===== src/rtl/maze_path_controller.sv =====
`default_nettype none
// ============================================================================
// Module      : maze_path_controller
// Description : Depth-first maze search sequencer. Walks from (0,0) toward
//               (N-1,N-1), pushing accepted moves onto an external 2-bit
//               move stack, popping on dead ends, and marking visited cells
//               in an external 1-bit-per-cell maze memory.
// Revision    : 1.0 - initial release
// ============================================================================
module maze_path_controller #(
   parameter int N           = 16,
   parameter int CW          = $clog2(N),
   parameter int STACK_DEPTH = 256
) (
   input  logic          clk,
   input  logic          rst,
   input  logic          start,
   output logic          busy,
   output logic          done,
   output logic          no_path,
   output logic          overflow,
   output logic [8:0]    path_len,
   output logic [CW-1:0] mem_x,
   output logic [CW-1:0] mem_y,
   output logic          mem_rd,
   input  logic          mem_data,
   output logic          mem_wr,
   output logic          mem_wdata,
   output logic          stk_push,
   output logic          stk_pop,
   output logic [1:0]    stk_move,
   input  logic [1:0]    stk_top,
   input  logic          stk_empty,
   input  logic          stk_full
);

   localparam logic [CW-1:0] c_one  = CW'(1);
   localparam logic [CW-1:0] c_maxc = CW'(N - 1);
   localparam logic [8:0]    c_cap  = 9'(STACK_DEPTH);

   typedef enum logic [2:0] {
      S_IDLE      = 3'd0,
      S_MARK      = 3'd1,
      S_PROBE     = 3'd2,
      S_CHECK     = 3'd3,
      S_BACKTRACK = 3'd4,
      S_DONE      = 3'd5,
      S_FAIL      = 3'd6
   } state_t;

   state_t        r_state, w_state_n;
   logic [CW-1:0] r_pos_x, r_pos_y, w_pos_x_n, w_pos_y_n;
   logic [1:0]    r_dir, w_dir_n;
   logic [8:0]    r_len, w_len_n;
   logic          r_ovf, w_ovf_n;

   logic [CW-1:0] w_nb_x, w_nb_y;
   logic          w_nb_oob;
   logic [CW-1:0] w_bk_x, w_bk_y;
   logic          w_full;
   logic          w_at_goal;

   // Neighbor of the current position in the current direction, with bounds check
   always_comb begin
      w_nb_x   = r_pos_x;
      w_nb_y   = r_pos_y;
      w_nb_oob = 1'b0;
      case (r_dir)
         2'd0: if (r_pos_y == '0)   w_nb_oob = 1'b1; else w_nb_y = r_pos_y - c_one;
         2'd1: if (r_pos_x == c_maxc) w_nb_oob = 1'b1; else w_nb_x = r_pos_x + c_one;
         2'd2: if (r_pos_y == c_maxc) w_nb_oob = 1'b1; else w_nb_y = r_pos_y + c_one;
         default: if (r_pos_x == '0) w_nb_oob = 1'b1; else w_nb_x = r_pos_x - c_one;
      endcase
   end

   // Position reached by undoing the move on top of the stack
   always_comb begin
      w_bk_x = r_pos_x;
      w_bk_y = r_pos_y;
      case (stk_top)
         2'd0:    w_bk_y = r_pos_y + c_one;
         2'd1:    w_bk_x = r_pos_x - c_one;
         2'd2:    w_bk_y = r_pos_y - c_one;
         default: w_bk_x = r_pos_x + c_one;
      endcase
   end

   // Local occupancy guard backs up the stack's own full flag
   assign w_full    = stk_full || (r_len >= c_cap);
   assign w_at_goal = (r_pos_x == c_maxc) && (r_pos_y == c_maxc);

   // Next-state, register updates and strobe decode
   always_comb begin
      w_state_n = r_state;
      w_pos_x_n = r_pos_x;
      w_pos_y_n = r_pos_y;
      w_dir_n   = r_dir;
      w_len_n   = r_len;
      w_ovf_n   = r_ovf;
      mem_rd    = 1'b0;
      mem_wr    = 1'b0;
      mem_x     = '0;
      mem_y     = '0;
      stk_push  = 1'b0;
      stk_pop   = 1'b0;
      stk_move  = 2'd0;
      case (r_state)
         S_IDLE, S_DONE, S_FAIL: begin
            if (start) begin
               w_state_n = S_MARK;
               w_pos_x_n = '0;
               w_pos_y_n = '0;
               w_dir_n   = 2'd0;
               w_ovf_n   = 1'b0;
            end
         end
         S_MARK: begin
            mem_wr = 1'b1;
            mem_x  = r_pos_x;
            mem_y  = r_pos_y;
            if (w_at_goal) begin
               w_state_n = S_DONE;
            end else begin
               w_dir_n   = 2'd0;
               w_state_n = S_PROBE;
            end
         end
         S_PROBE: begin
            if (w_nb_oob) begin
               if (r_dir == 2'd3) w_state_n = S_BACKTRACK;
               else               w_dir_n   = r_dir + 2'd1;
            end else begin
               mem_rd    = 1'b1;
               mem_x     = w_nb_x;
               mem_y     = w_nb_y;
               w_state_n = S_CHECK;
            end
         end
         S_CHECK: begin
            if (!mem_data) begin
               if (w_full) begin
                  w_ovf_n   = 1'b1;
                  w_state_n = S_FAIL;
               end else begin
                  stk_push  = 1'b1;
                  stk_move  = r_dir;
                  w_pos_x_n = w_nb_x;
                  w_pos_y_n = w_nb_y;
                  w_len_n   = r_len + 9'd1;
                  w_state_n = S_MARK;
               end
            end else if (r_dir == 2'd3) begin
               w_state_n = S_BACKTRACK;
            end else begin
               w_dir_n   = r_dir + 2'd1;
               w_state_n = S_PROBE;
            end
         end
         S_BACKTRACK: begin
            if (stk_empty) begin
               w_state_n = S_FAIL;
            end else begin
               stk_pop   = 1'b1;
               w_pos_x_n = w_bk_x;
               w_pos_y_n = w_bk_y;
               w_len_n   = r_len - 9'd1;
               // A popped left move exhausts that cell; keep popping.
               if (stk_top != 2'd3) begin
                  w_dir_n   = stk_top + 2'd1;
                  w_state_n = S_PROBE;
               end
            end
         end
         default: w_state_n = S_IDLE;
      endcase
      // No memory or stack traffic may escape during reset.
      if (rst) begin
         mem_rd   = 1'b0;
         mem_wr   = 1'b0;
         mem_x    = '0;
         mem_y    = '0;
         stk_push = 1'b0;
         stk_pop  = 1'b0;
         stk_move = 2'd0;
      end
   end

   // State and datapath registers
   always_ff @(posedge clk) begin
      if (rst) begin
         r_state <= S_IDLE;
         r_pos_x <= '0;
         r_pos_y <= '0;
         r_dir   <= 2'd0;
         r_len   <= 9'd0;
         r_ovf   <= 1'b0;
      end else begin
         r_state <= w_state_n;
         r_pos_x <= w_pos_x_n;
         r_pos_y <= w_pos_y_n;
         r_dir   <= w_dir_n;
         r_len   <= w_len_n;
         r_ovf   <= w_ovf_n;
      end
   end

   assign busy      = (r_state == S_MARK) || (r_state == S_PROBE) ||
                      (r_state == S_CHECK) || (r_state == S_BACKTRACK);
   assign done      = (r_state == S_DONE);
   assign no_path   = (r_state == S_FAIL);
   assign overflow  = r_ovf;
   assign path_len  = r_len;
   assign mem_wdata = 1'b1;

endmodule
`default_nettype wire


===== config.mk =====
export PLATFORM = sky130hd
export DESIGN_NAME = maze_path_controller
export DESIGN_NICKNAME = d
export VERILOG_FILES = /design/src/rtl/maze_path_controller.sv
export SDC_FILE = /design/constraint.sdc
export NUM_CORES = 1
export LEC_CHECK = 0
export BUFFER_PORTS_ARGS = -buffer_cell sky130_fd_sc_hd__buf_2
export CAP_MARGIN = 15
export CORE_MARGIN = 8
export CORE_UTILIZATION = 59
export DETAILED_ROUTE_END_ITERATION = 7
export PLACE_DENSITY = 0.81
export SLEW_MARGIN = 15
export SYNTH_ARGS = -nofsm -noshare
export SYNTH_HDL_FRONTEND = slang
export SYNTH_SLANG_ARGS = --single-unit

===== constraint.sdc =====
create_clock -name clk -period 4 [get_ports clk]
set_input_delay 0.6 -clock clk [delete_from_list [all_inputs] [get_ports clk]]
set_output_delay 0.6 -clock clk [all_outputs]
set_load 0.05 [all_outputs]

==> results by group <==
Timing
  – Final hold vios: 0
  – Relative slew margins: 30.80%
  – Min Clock Period, post-route: between 3 and 4 ns
  – F_max: just over 300 MHz
  – Crit share post-route: just over 80%
  – RSZ-0062 raised after global routing: no
  – Final setup viols: 0
  – Least-Margin Pin Slew: roughly 1.0 ns
  – Final setup TNS: 0 ns
  – Final WS setup: roughly 0.75 ns
  – Slew Limit Fails: 0
  – Clock Skews: about 0.0033 ns

GRT
  – Vias in the first global route: between 2000 and 2500
  – Initial antenna violation count: 0
  – Total grt overflow: 0
  – First-pass GRT wire length: 11310 µm
  – Overall routing resource usage: a little over a fifth
  – Largest net degree at the start of global routing: 26

Detailed routing
  – Wirelength, routed: about 6900 µm
  – DRC: 0
  – Starting DRC count in detailed routing: roughly 290
  – Vias per inst: between 6 and 7
  – DR pass1 iterations: 5
  – DR WL/cell: between 15 and 20 µm
  – Via count: approximately 2600
  – ANT nets after route: 0

Layout
  – Area of the multi-input gates: roughly 1800 µm²
  – Filler cells: 360
  – Share of post-route cells with drive strength above 1: about 15%
  – Commonest non-fill, non-tap cell in the layout: nor2_1
  – Inserted Diodes: 0
  – Synth-to-layout area growth: 6.895%
  – Reg area: 460.4 µm²
  – Commonest cells after routing, fill and taps aside: 36 x nor2_1, 34 x buf_2, 23 x dfxtp_1
  – Final net count: 362
  – Design Area, Final: ~2600 µm²

Synthesis
  – Post-synth ARST share: 0%
  – Seq/Total Area, Yosys: a little under a fifth
  – Top_reg_cell synth: dfxtp_1
  – Mapped cell area: between 2000 and 2500 µm²
  – Ys Warns: 0
  – Distinct cells, synth: 71
  – Synth Instances: 325
  – Number of flops mapped to enable cells by yosys: 0
  – Yosys reg bits: 23
  – Average cell area after synthesis: 7.538 µm²
  – Synthesized Nets: about 350

Pwr
  – P per Cell Area: 276.7 nW/µm²
  – Peak VDD IR: roughly 0.00020 V
  – Lkg Pwr: 1.078 nW

Clocking
  – Quantity of gates resized following cts: 0
  – Clk sink count: 23
  – Clk slew on worst S/H paths: approximately 0.09 ns
  – CTS buffer count: 3
  – Post-CTS Setup Bufs: 0
  – Clk Latency, worst-skew pair: between 0.2 and 0.3 ns
  – Root Buffer Master: clkbuf_8
  – Hold_buf cts: 0
  – CTS tree: built
  – CTS Buffer Depth: 2
  – H-Tree Depth: 1

Flow run
  – Max Cap Viol: 0

Floorplan
  – Core area: 4000 µm²
  – DIE AREA: 6471 µm²
  – Row Count: 23
  – Initial Util: 61.24%
  – Chip Width: 80.44 µm
  – # IOs: 36
  – Die height: 80.44 µm

Placement
  – Post-DP HPWL: ~5000 µm
  – IO Port Bufs: 34
  – DP Worst Slack: between 0.9 and 1 ns
  – Routability cong.: around 1
  – Post-DP Area: 2572 µm²

Hold path
  – Hold Crit Class: register to register
  – Hold Crit Start: overflow

Critical path
  – Crit Path Class: register to output port
  – Worst setup EP type: output port
  – Crit path launch: r_dir[1]
  – Critical path peak fanout: 23
  – Reg-to-reg startpoint: r_state[1]
  – Worst EP required: roughly 3.4 ns
  – Crit path DAT: roughly 2.7 ns
  – Startpoint Class: register

Outcome
  – Outcome: completed
==> layout make-up <==
class                      count  area share, %
inverter                      14          2.007
multi-input combinational    262          68.90
clock inverter                 1         0.1911
sequential                    23          17.58
timing repair buffer          37          7.358
tap                           50          2.389
clock buffer                   3          1.577
==> layer usage <==
layer	wire length (µm)	global-route usage [%]	vias up
met1	3083	28.83	1209
li1	-	-	1265
met5	0	0	-
met3	655	4.241	9
met2	3089	32.08	134
met4	75	7.091	0
==> state kept, by name, indices dropped and copies added, names as in the netlist <==
| register | flops |
|---|---|
| path_len | 9 |
| r_pos_x | 4 |
| r_pos_y | 4 |
| r_state | 3 |
| r_dir | 2 |
| overflow | 1 |
==> synth_stat cells, types with 4 or more instances <==
library cell / instances / area share (%)
o21a_1: 5 / 1.5
and3_1: 5 / 1.3
nor3_1: 13 / 2.7
o22ai_1: 4 / 1.0
buf_2: 7 / 1.4
o21ai_0: 14 / 2.9
a221oi_1: 6 / 2.1
o211ai_1: 4 / 1.2
nor4_1: 4 / 1.0
inv_1: 13 / 2.0
nor2b_1: 10 / 2.6
nand3_1: 8 / 1.6
and2_1: 4 / 1.0
clkbuf_1: 12 / 1.8
nand2b_1: 8 / 2.0
mux2i_1: 7 / 2.9
xnor2_1: 5 / 1.8
dfxtp_1: 23 / 19
a211oi_1: 11 / 3.4
nor2_1: 36 / 5.5
ha_1: 12 / 6.1
a21oi_1: 16 / 3.3
a22oi_1: 8 / 2.5
nand2_1: 14 / 2.1
==> critical path: stages, from the launching register on <==
cell	delay, ns
dfxtp_1	0.86
nand2b_1	0.11
o2bb2ai_1	0.16
buf_4	0.16
o211a_1	0.36
nand2_1	0.13
a311oi_1	0.28
buf_2	0.31
==> cells by family (layout without fill, tap and decap cells) <==
| group | count (synthesis) | count (layout) | share of synthesized area, % |
|---|---|---|---|
| AND/OR/NAND/NOR | 125 | 125 | 27.94 |
| AO/OA/AOI/OAI | 108 | 108 | 32.89 |
| buffers and inverters | 40 | 55 | 7.558 |
| flip-flops | 23 | 23 | 18.79 |
| adder cells (fa/ha/maj) | 13 | 13 | 6.946 |
| XOR/XNOR | 8 | 8 | 2.860 |
| multiplexers | 7 | 7 | 2.860 |
| other | 1 | 1 | 0.1531 |
==> power breakdown <==
group	total [mW]	internal, mW	leakage (nW)	switching [mW]
logic	0.300	0.111	0.866	0.190
registers	0.271	0.241	0.186	0.0300
clock network	0.153	0.0698	0.0255	0.0834
total	0.725	0.422	1.08	0.303
==> path summary, 6_finish.rpt <==
check | slack (ns) | depth (start not counted) | endpoint
worst max-delay path | 0.75 | 7 | mem_x[0]
worst max register to register | 0.85 | 8 | path_len[7]
worst min-delay path | 0.51 | 2 | overflow
worst min register to register | 0.51 | 2 | overflow
==> per-stage QoR <==
| step | std cells | util [%] | power (mW) | hold WS (ns) |
|---|---|---|---|---|
| 3_3_place_gp | 386 | 64.31 | 0.5664 | 0.4711 |
| 2_1_floorplan | 325 | - | 0.5023 | 0.5472 |
| 6_report | 390 | 65.47 | 0.7246 | 0.5071 |
| 3_5_place_dp | 386 | 64.31 | 0.5688 | 0.4845 |
| 4_1_cts | 390 | 65.47 | 0.7215 | 0.5161 |
| 5_1_grt | 390 | 65.47 | 0.7663 | 0.5514 |
Power figures use the tool's default switching activity.
